==> src/rtl/mul_pkg.sv <==
`default_nettype none
// ============================================================================
// Module      : mul_pkg
// Description : Shared types and sizing helpers for the Wallace multiplier
//               and its dot-product accumulator.
// Revision    : 1.0 - initial release
// ============================================================================
package mul_pkg;

  // Accumulator control states: summing a frame, or holding a finished result
  typedef enum logic [0:0] {
    ACCUM = 1'b0,
    HOLD  = 1'b1
  } state_t;

  // Default multiplier operand width
  localparam int LEN = 8;

  // Width of an unsigned product of two len-bit operands, plus one guard bit
  // so it matches the multiplier's output bus
  function automatic int prod_width(input int len);
    return 2 * len + 1;
  endfunction

  // Counter width able to hold the values 0..max_terms inclusive
  function automatic int cnt_width(input int max_terms);
    return $clog2(max_terms + 1);
  endfunction

endpackage : mul_pkg
`default_nettype wire

==> src/rtl/dot_product_accumulator_if.sv <==
`default_nettype none
// ============================================================================
// Module      : dot_product_accumulator_if
// Description : Product input stream and frame result stream, both
//               valid/ready handshakes.
// Revision    : 1.0 - initial release
// ============================================================================
interface dot_product_accumulator_if #(
  parameter int PROD_W = 17,
  parameter int ACC_W  = 24,
  parameter int CNT_W  = 5
);

  // Product stream (upstream multiplier -> accumulator)
  logic              prod_valid;
  logic              prod_ready;
  logic [PROD_W-1:0] prod_data;
  logic              prod_last;

  // Result stream (accumulator -> downstream consumer)
  logic              res_valid;
  logic              res_ready;
  logic [ACC_W-1:0]  res_data;
  logic [CNT_W-1:0]  res_count;
  logic              res_ovf;

  // Environment side: produces products, consumes results
  modport master (
    output prod_valid,
    input  prod_ready,
    output prod_data,
    output prod_last,
    input  res_valid,
    output res_ready,
    input  res_data,
    input  res_count,
    input  res_ovf
  );

  // Accumulator side: consumes products, produces results
  modport slave (
    input  prod_valid,
    output prod_ready,
    input  prod_data,
    input  prod_last,
    output res_valid,
    input  res_ready,
    output res_data,
    output res_count,
    output res_ovf
  );

endinterface : dot_product_accumulator_if
`default_nettype wire

==> src/rtl/dot_product_accumulator.sv <==
`default_nettype none
// ============================================================================
// Module      : dot_product_accumulator
// Description : Sums a frame of unsigned products into a wide accumulator and
//               emits sum, term count and sticky overflow. A frame closes on
//               prod_last or when MAX_TERMS products have been accepted.
// Revision    : 1.0 - initial release
// ============================================================================
module dot_product_accumulator
  import mul_pkg::*;
#(
  parameter int LEN       = mul_pkg::LEN,
  parameter int PROD_W    = prod_width(LEN),
  parameter int ACC_W     = 24,
  parameter int MAX_TERMS = 16,
  parameter int CNT_W     = cnt_width(MAX_TERMS)
) (
  input  wire logic                      clk,
  input  wire logic                      rst,
  input  wire logic                      clr,
  dot_product_accumulator_if.slave       bus
);

  // Frame-close threshold in counter width; MAX_TERMS always fits in CNT_W
  localparam logic [CNT_W-1:0] MAX_TERMS_C = CNT_W'(MAX_TERMS);

  // Architectural state
  state_t             state;
  logic [ACC_W-1:0]   acc;
  logic [CNT_W-1:0]   cnt;
  logic               ovf;

  // Registered result outputs
  logic               out_valid;
  logic [ACC_W-1:0]   out_data;
  logic [CNT_W-1:0]   out_count;
  logic               out_ovf;

  // Datapath
  logic [ACC_W:0]     sum_ext;
  logic [ACC_W-1:0]   sum;
  logic               carry;
  logic [CNT_W-1:0]   cnt_next;
  logic               ovf_next;
  logic               ready;
  logic               accept;
  logic               close;

  // Ready depends only on state and the clear/reset controls, never on valid
  assign ready = (state == ACCUM) && !clr && !rst;
  assign accept = bus.prod_valid && ready;

  // One extra bit on the adder captures the carry out of the accumulator
  assign sum_ext  = (ACC_W+1)'(acc) + (ACC_W+1)'(bus.prod_data);
  assign sum      = sum_ext[ACC_W-1:0];
  assign carry    = sum_ext[ACC_W];
  assign ovf_next = ovf | carry;

  // cnt never exceeds MAX_TERMS-1 while accumulating, so +1 cannot wrap
  assign cnt_next = cnt + CNT_W'(1);

  // A last flag on the MAX_TERMS-th product still yields a single close
  assign close = accept && (bus.prod_last || (cnt_next == MAX_TERMS_C));

  // Control FSM with accumulator, counter, overflow and result registers
  always_ff @(posedge clk) begin
    if (rst) begin
      state     <= ACCUM;
      acc       <= '0;
      cnt       <= '0;
      ovf       <= 1'b0;
      out_valid <= 1'b0;
      out_data  <= '0;
      out_count <= '0;
      out_ovf   <= 1'b0;
    end else begin
      case (state)
        ACCUM: begin
          if (clr) begin
            // Soft clear drops the partial frame; result outputs untouched
            acc <= '0;
            cnt <= '0;
            ovf <= 1'b0;
          end else if (accept) begin
            acc <= sum;
            cnt <= cnt_next;
            ovf <= ovf_next;
            if (close) begin
              out_valid <= 1'b1;
              out_data  <= sum;
              out_count <= cnt_next;
              out_ovf   <= ovf_next;
              state     <= HOLD;
            end
          end
        end
        HOLD: begin
          // clr is ignored here so a finished result is never discarded
          if (out_valid && bus.res_ready) begin
            out_valid <= 1'b0;
            acc       <= '0;
            cnt       <= '0;
            ovf       <= 1'b0;
            state     <= ACCUM;
          end
        end
        default: begin
          state <= ACCUM;
        end
      endcase
    end
  end

  // Drive the result stream purely from registers
  assign bus.prod_ready = ready;
  assign bus.res_valid  = out_valid;
  assign bus.res_data   = out_data;
  assign bus.res_count  = out_count;
  assign bus.res_ovf    = out_ovf;

endmodule : dot_product_accumulator
`default_nettype wire
==> src/flat_wrapper.sv <==
// flat-port wrapper written by rule: the top's interface ports become plain ports
module dot_product_accumulator_flat import mul_pkg::*;
#(
  parameter int LEN       = mul_pkg::LEN,
  parameter int PROD_W    = prod_width(LEN),
  parameter int ACC_W     = 24,
  parameter int MAX_TERMS = 16,
  parameter int CNT_W     = cnt_width(MAX_TERMS)
)
  (clk, rst, clr, bus_prod_valid, bus_prod_ready, bus_prod_data, bus_prod_last, bus_res_valid, bus_res_ready, bus_res_data, bus_res_count, bus_res_ovf);
  dot_product_accumulator_if #(.PROD_W(PROD_W), .ACC_W(ACC_W), .CNT_W(CNT_W)) bus_i ();
  input  wire logic clk;
  input  wire logic rst;
  input  wire logic clr;
  input wire logic [$bits(bus_i.prod_valid)-1:0] bus_prod_valid;
  output wire logic [$bits(bus_i.prod_ready)-1:0] bus_prod_ready;
  input wire logic [$bits(bus_i.prod_data)-1:0] bus_prod_data;
  input wire logic [$bits(bus_i.prod_last)-1:0] bus_prod_last;
  output wire logic [$bits(bus_i.res_valid)-1:0] bus_res_valid;
  input wire logic [$bits(bus_i.res_ready)-1:0] bus_res_ready;
  output wire logic [$bits(bus_i.res_data)-1:0] bus_res_data;
  output wire logic [$bits(bus_i.res_count)-1:0] bus_res_count;
  output wire logic [$bits(bus_i.res_ovf)-1:0] bus_res_ovf;
  assign bus_i.prod_valid = bus_prod_valid;
  assign bus_prod_ready = bus_i.prod_ready;
  assign bus_i.prod_data = bus_prod_data;
  assign bus_i.prod_last = bus_prod_last;
  assign bus_res_valid = bus_i.res_valid;
  assign bus_i.res_ready = bus_res_ready;
  assign bus_res_data = bus_i.res_data;
  assign bus_res_count = bus_i.res_count;
  assign bus_res_ovf = bus_i.res_ovf;
  dot_product_accumulator #(.LEN(LEN), .PROD_W(PROD_W), .ACC_W(ACC_W), .MAX_TERMS(MAX_TERMS), .CNT_W(CNT_W)) u_core (.clk(clk), .rst(rst), .clr(clr), .bus(bus_i));
endmodule
==> config.mk <==
export PLATFORM = sky130hd
export DESIGN_NAME = dot_product_accumulator_flat
export DESIGN_NICKNAME = d
export VERILOG_FILES = /design/src/rtl/mul_pkg.sv /design/src/rtl/dot_product_accumulator_if.sv /design/src/rtl/dot_product_accumulator.sv /design/src/flat_wrapper.sv
export SDC_FILE = /design/constraint.sdc
export NUM_CORES = 1
export LEC_CHECK = 0
export CAP_MARGIN = 20
export CORE_MARGIN = 4
export CORE_UTILIZATION = 54
export DETAILED_ROUTE_END_ITERATION = 16
export PLACE_DENSITY = 0.88
export SETUP_SLACK_MARGIN = 0.5
export SYNTH_ARGS = -nofsm -noshare
export SYNTH_HDL_FRONTEND = slang
export SYNTH_SLANG_ARGS = --single-unit
==> constraint.sdc <==
create_clock -name clk -period 3.8 [get_ports clk]
set_clock_uncertainty 0.2 [all_clocks]
set_input_delay 0.76 -clock clk [delete_from_list [all_inputs] [get_ports clk]]
set_output_delay 0.76 -clock clk [all_outputs]
set_load 0.005 [all_outputs]
==> metrics.yaml <==
sta:
  fmax_mhz: 311
  setup_viol: 0
  fin_tns_setup_ps: 0
  maxSlewViolCount: 0
  fin_crit_ps: 3210
  finalCritPeriodShare: 0.845
  finalHoldViolCount: 0
  tightest_slew_ps: 834
  rsz0062_at_grt: "yes"
  slew_headroom: 0.444
synth:
  synth_area_um2: 3490
  ys_types: 57
  synth_fp_nets: 465
  syn_inst: 422
  synthFlopType: "dfxtp_1"
  synth_async_sr_flop_share: 0
  synth_edf_count: 0
  yosys_warnings: 0
  synth-seq-cells: 62
  ys_seq_area_frac: 0.356
  syn_area_per_cell_um2: 8.27
routing:
  avgViaCountPerCell: 6.17
  drt_wl_total_um: 9250
  drcViolationCount: 0
  drtPass1Iterations: 5
  vias: 3391
  drt-initial-drc-count: 241
  ant_nets: 0
  post_drt_wl_per_cell_um: 16.8
layout:
  syn_to_final_growth_pct: 23.8
  diodes: 0
  final_cells: 550
  stdcell_area_um2: 4320
  final_util: 0.684
  drive_gt1_frac: 0.0782
  final_common_cell: "dfxtp_1"
  final_cell_mix: "62 x dfxtp_1, 54 x clkdlybuf4s50_1, 46 x nand2_1"
  fin_nets: 511
critical_path:
  crit_type: "in2reg"
  startpoint: "bus_prod_data[0]"
  worstReg2RegStart: "u_core.cnt[0]"
  critical_path_arrival_ps: 3250
  end_kind: "flip-flop"
  cp-endpoint: "u_core.acc[16]"
  crit_chain: "clkdlybuf4s50_1 -> ha_1 -> fa_2 -> a21o_1 -> a221o_1 -> a221oi_4 -> o21ai_1 -> xor2_1 -> a32o_1"
  crit_fanout: 5
  path_buf_inv: 1
  r2r_setup_slack_ps: 990
  cp.depth: 9
  required_ps: 3840
  critical_path.max_stage_delay_ps: 410
  cp_top_family: "compound AO/OA/AOI/OAI gates"
  slowest_stage: "clkdlybuf4s50_1"
  rr_worst_depth: 8
  crit_path_start_kind: "primary input"
  r2r-end: "u_core.bus.res_data[7]"
clock_tree:
  cts_tree: "done"
  htree_levels: 3
  clock-sinks: 62
  clk_latency_ps: 350
  cts_root_buffer: "clkbuf_8"
  holdBufCountCts: 0
  clock_path_buffers: 2
  cts.clk_slew.worst_paths_ps: 70
  cts_buffers: 9
worst_hold_path:
  worst_hold_path_type: "reg2reg"
global_route:
  grt-ovfl-total: 0
  grt_pass1_wl_um: 15000
  grt_util_all_layers: 0.243
  grt_pass1_vias: 3248
  grt_start_max_net_pins: 46
  antenna_found_initial: 0
power:
  peakVddDrop_mv: 0.221
  power_density_nw_per_um2: 370
  leakagePower_uw: 0.00165
  fin_total_pwr_uw: 1600
place:
  dp.cells: 531
  gp_congestion: 0.906
  dp_hpwl_um: 6190
  placed_cell_area_um2: 4040
  port_buffers: 54
die:
  io_pins: 55
  initial_core_util: 0.553
  die_width_um: 88.4
  num_rows: 29
  die_h_um: 88.4
  dieArea_um2: 7810
  core_area_um2: 6310
outcome:
  status: "finished, final reports clean"
run:
  maxCapViolCount: 0
[report_power, final]
group / switching (uW) / internal [uW]
combinational: 134 / 108
clock: 288 / 391
sequential: 11.1 / 668
[cells in the mapped netlist (6+ instances only)]
cell	count	area [um2]
nand2_1	46	173
nor3_1	6	30.0
a21o_1	10	75.1
nand3_1	18	90.1
ha_1	19	238
and3_1	10	62.6
buf_2	9	45.0
nand4_1	6	37.5
xnor2_1	12	105
a21oi_1	33	165
nor2_1	36	135
a211oi_1	12	90.1
clkbuf_1	16	60.1
a32o_1	6	60.1
dfxtp_1	62	1240
a31oi_1	8	50.1
xor2_1	6	52.6
o211ai_1	8	60.1
o21ai_0	26	130
a22oi_1	10	75.1
[kinds of logic after synthesis]
| group | count (synthesis) | share of synthesized area |
|---|---|---|
| AO/OA/AOI/OAI | 137 | 0.265 |
| adder cells (fa/ha/maj) | 20 | 0.0738 |
| flip-flops | 62 | 0.356 |
| multiplexers | 3 | 0.00860 |
| AND/OR/NAND/NOR | 149 | 0.209 |
| XOR/XNOR | 18 | 0.0452 |
| buffers and inverters | 33 | 0.0434 |
[per-stage QoR]
stage | worst slack [ps] | hold slack, ps
floorplan | 731 | 226
global placement | 166 | 237
detailed placement | 134 | 247
CTS | 521 | 264
global route | 497 | 287
finish | 588 | 260
[repair_timing]
| item | in CTS | in global routing |
|---|---|---|
| gates resized for setup | 0 | 1 |
| pin swaps | 2 | 3 |
| setup buffers | 1 | 1 |
| endpoints found under the setup margin | 1 | 6 |
[worst reg2reg max path, cell delays in order, from the launching register on]
cell      delay [ps]
dfxtp_1          370
ha_1             290
and3b_1          200
o21a_1           180
o211ai_1         310
a21o_1           530
buf_4            330
a31oi_1           80
a31o_2           220
[per-layer routing]
layer,up-vias,GRT usage,share of wire
li1,1647,-,-
met1,1596,0.303,0.42
met2,123,0.408,0.49
met3,25,0.0447,0.065
met4,0,0.111,0.024
met5,-,0,0
[cell type report]
| cell class | count | area [um2] |
|---|---|---|
| Multi-Input combinational cell | 327 | 2100 |
| Fill cell | 508 | 1990 |
| Sequential cell | 62 | 1240 |
| Timing Repair Buffer | 64 | 636 |
| Clock buffer | 10 | 138 |
| Tap cell | 77 | 96.3 |
| Clock inverter | 6 | 93.8 |
| Inverter | 4 | 15.0 |
[how the worst min path moves through the flow]
stage | end | depth (start not counted) | slack, ps | start
after global placement | u_core.ovf | 2 | 240 | u_core.ovf
after detailed placement | u_core.ovf | 2 | 250 | u_core.ovf
after global routing | u_core.bus.res_count[1] | 2 | 290 | u_core.bus.res_count[1]
after CTS | u_core.bus.res_count[1] | 2 | 260 | u_core.bus.res_count[1]
final | u_core.bus.res_data[4] | 2 | 260 | u_core.bus.res_data[4]
after floorplan | u_core.ovf | 2 | 230 | u_core.ovf
[registers in the layout, indices dropped and copies added (netlist names)]
register and flops:
u_core.state 1, u_core.ovf 1, u_core.bus.res_data 24, u_core.cnt 5, u_core.acc 24, u_core.bus.res_valid 1
u_core.bus.res_ovf 1, u_core.bus.res_count 5
(Power assumes the default switching activity.)
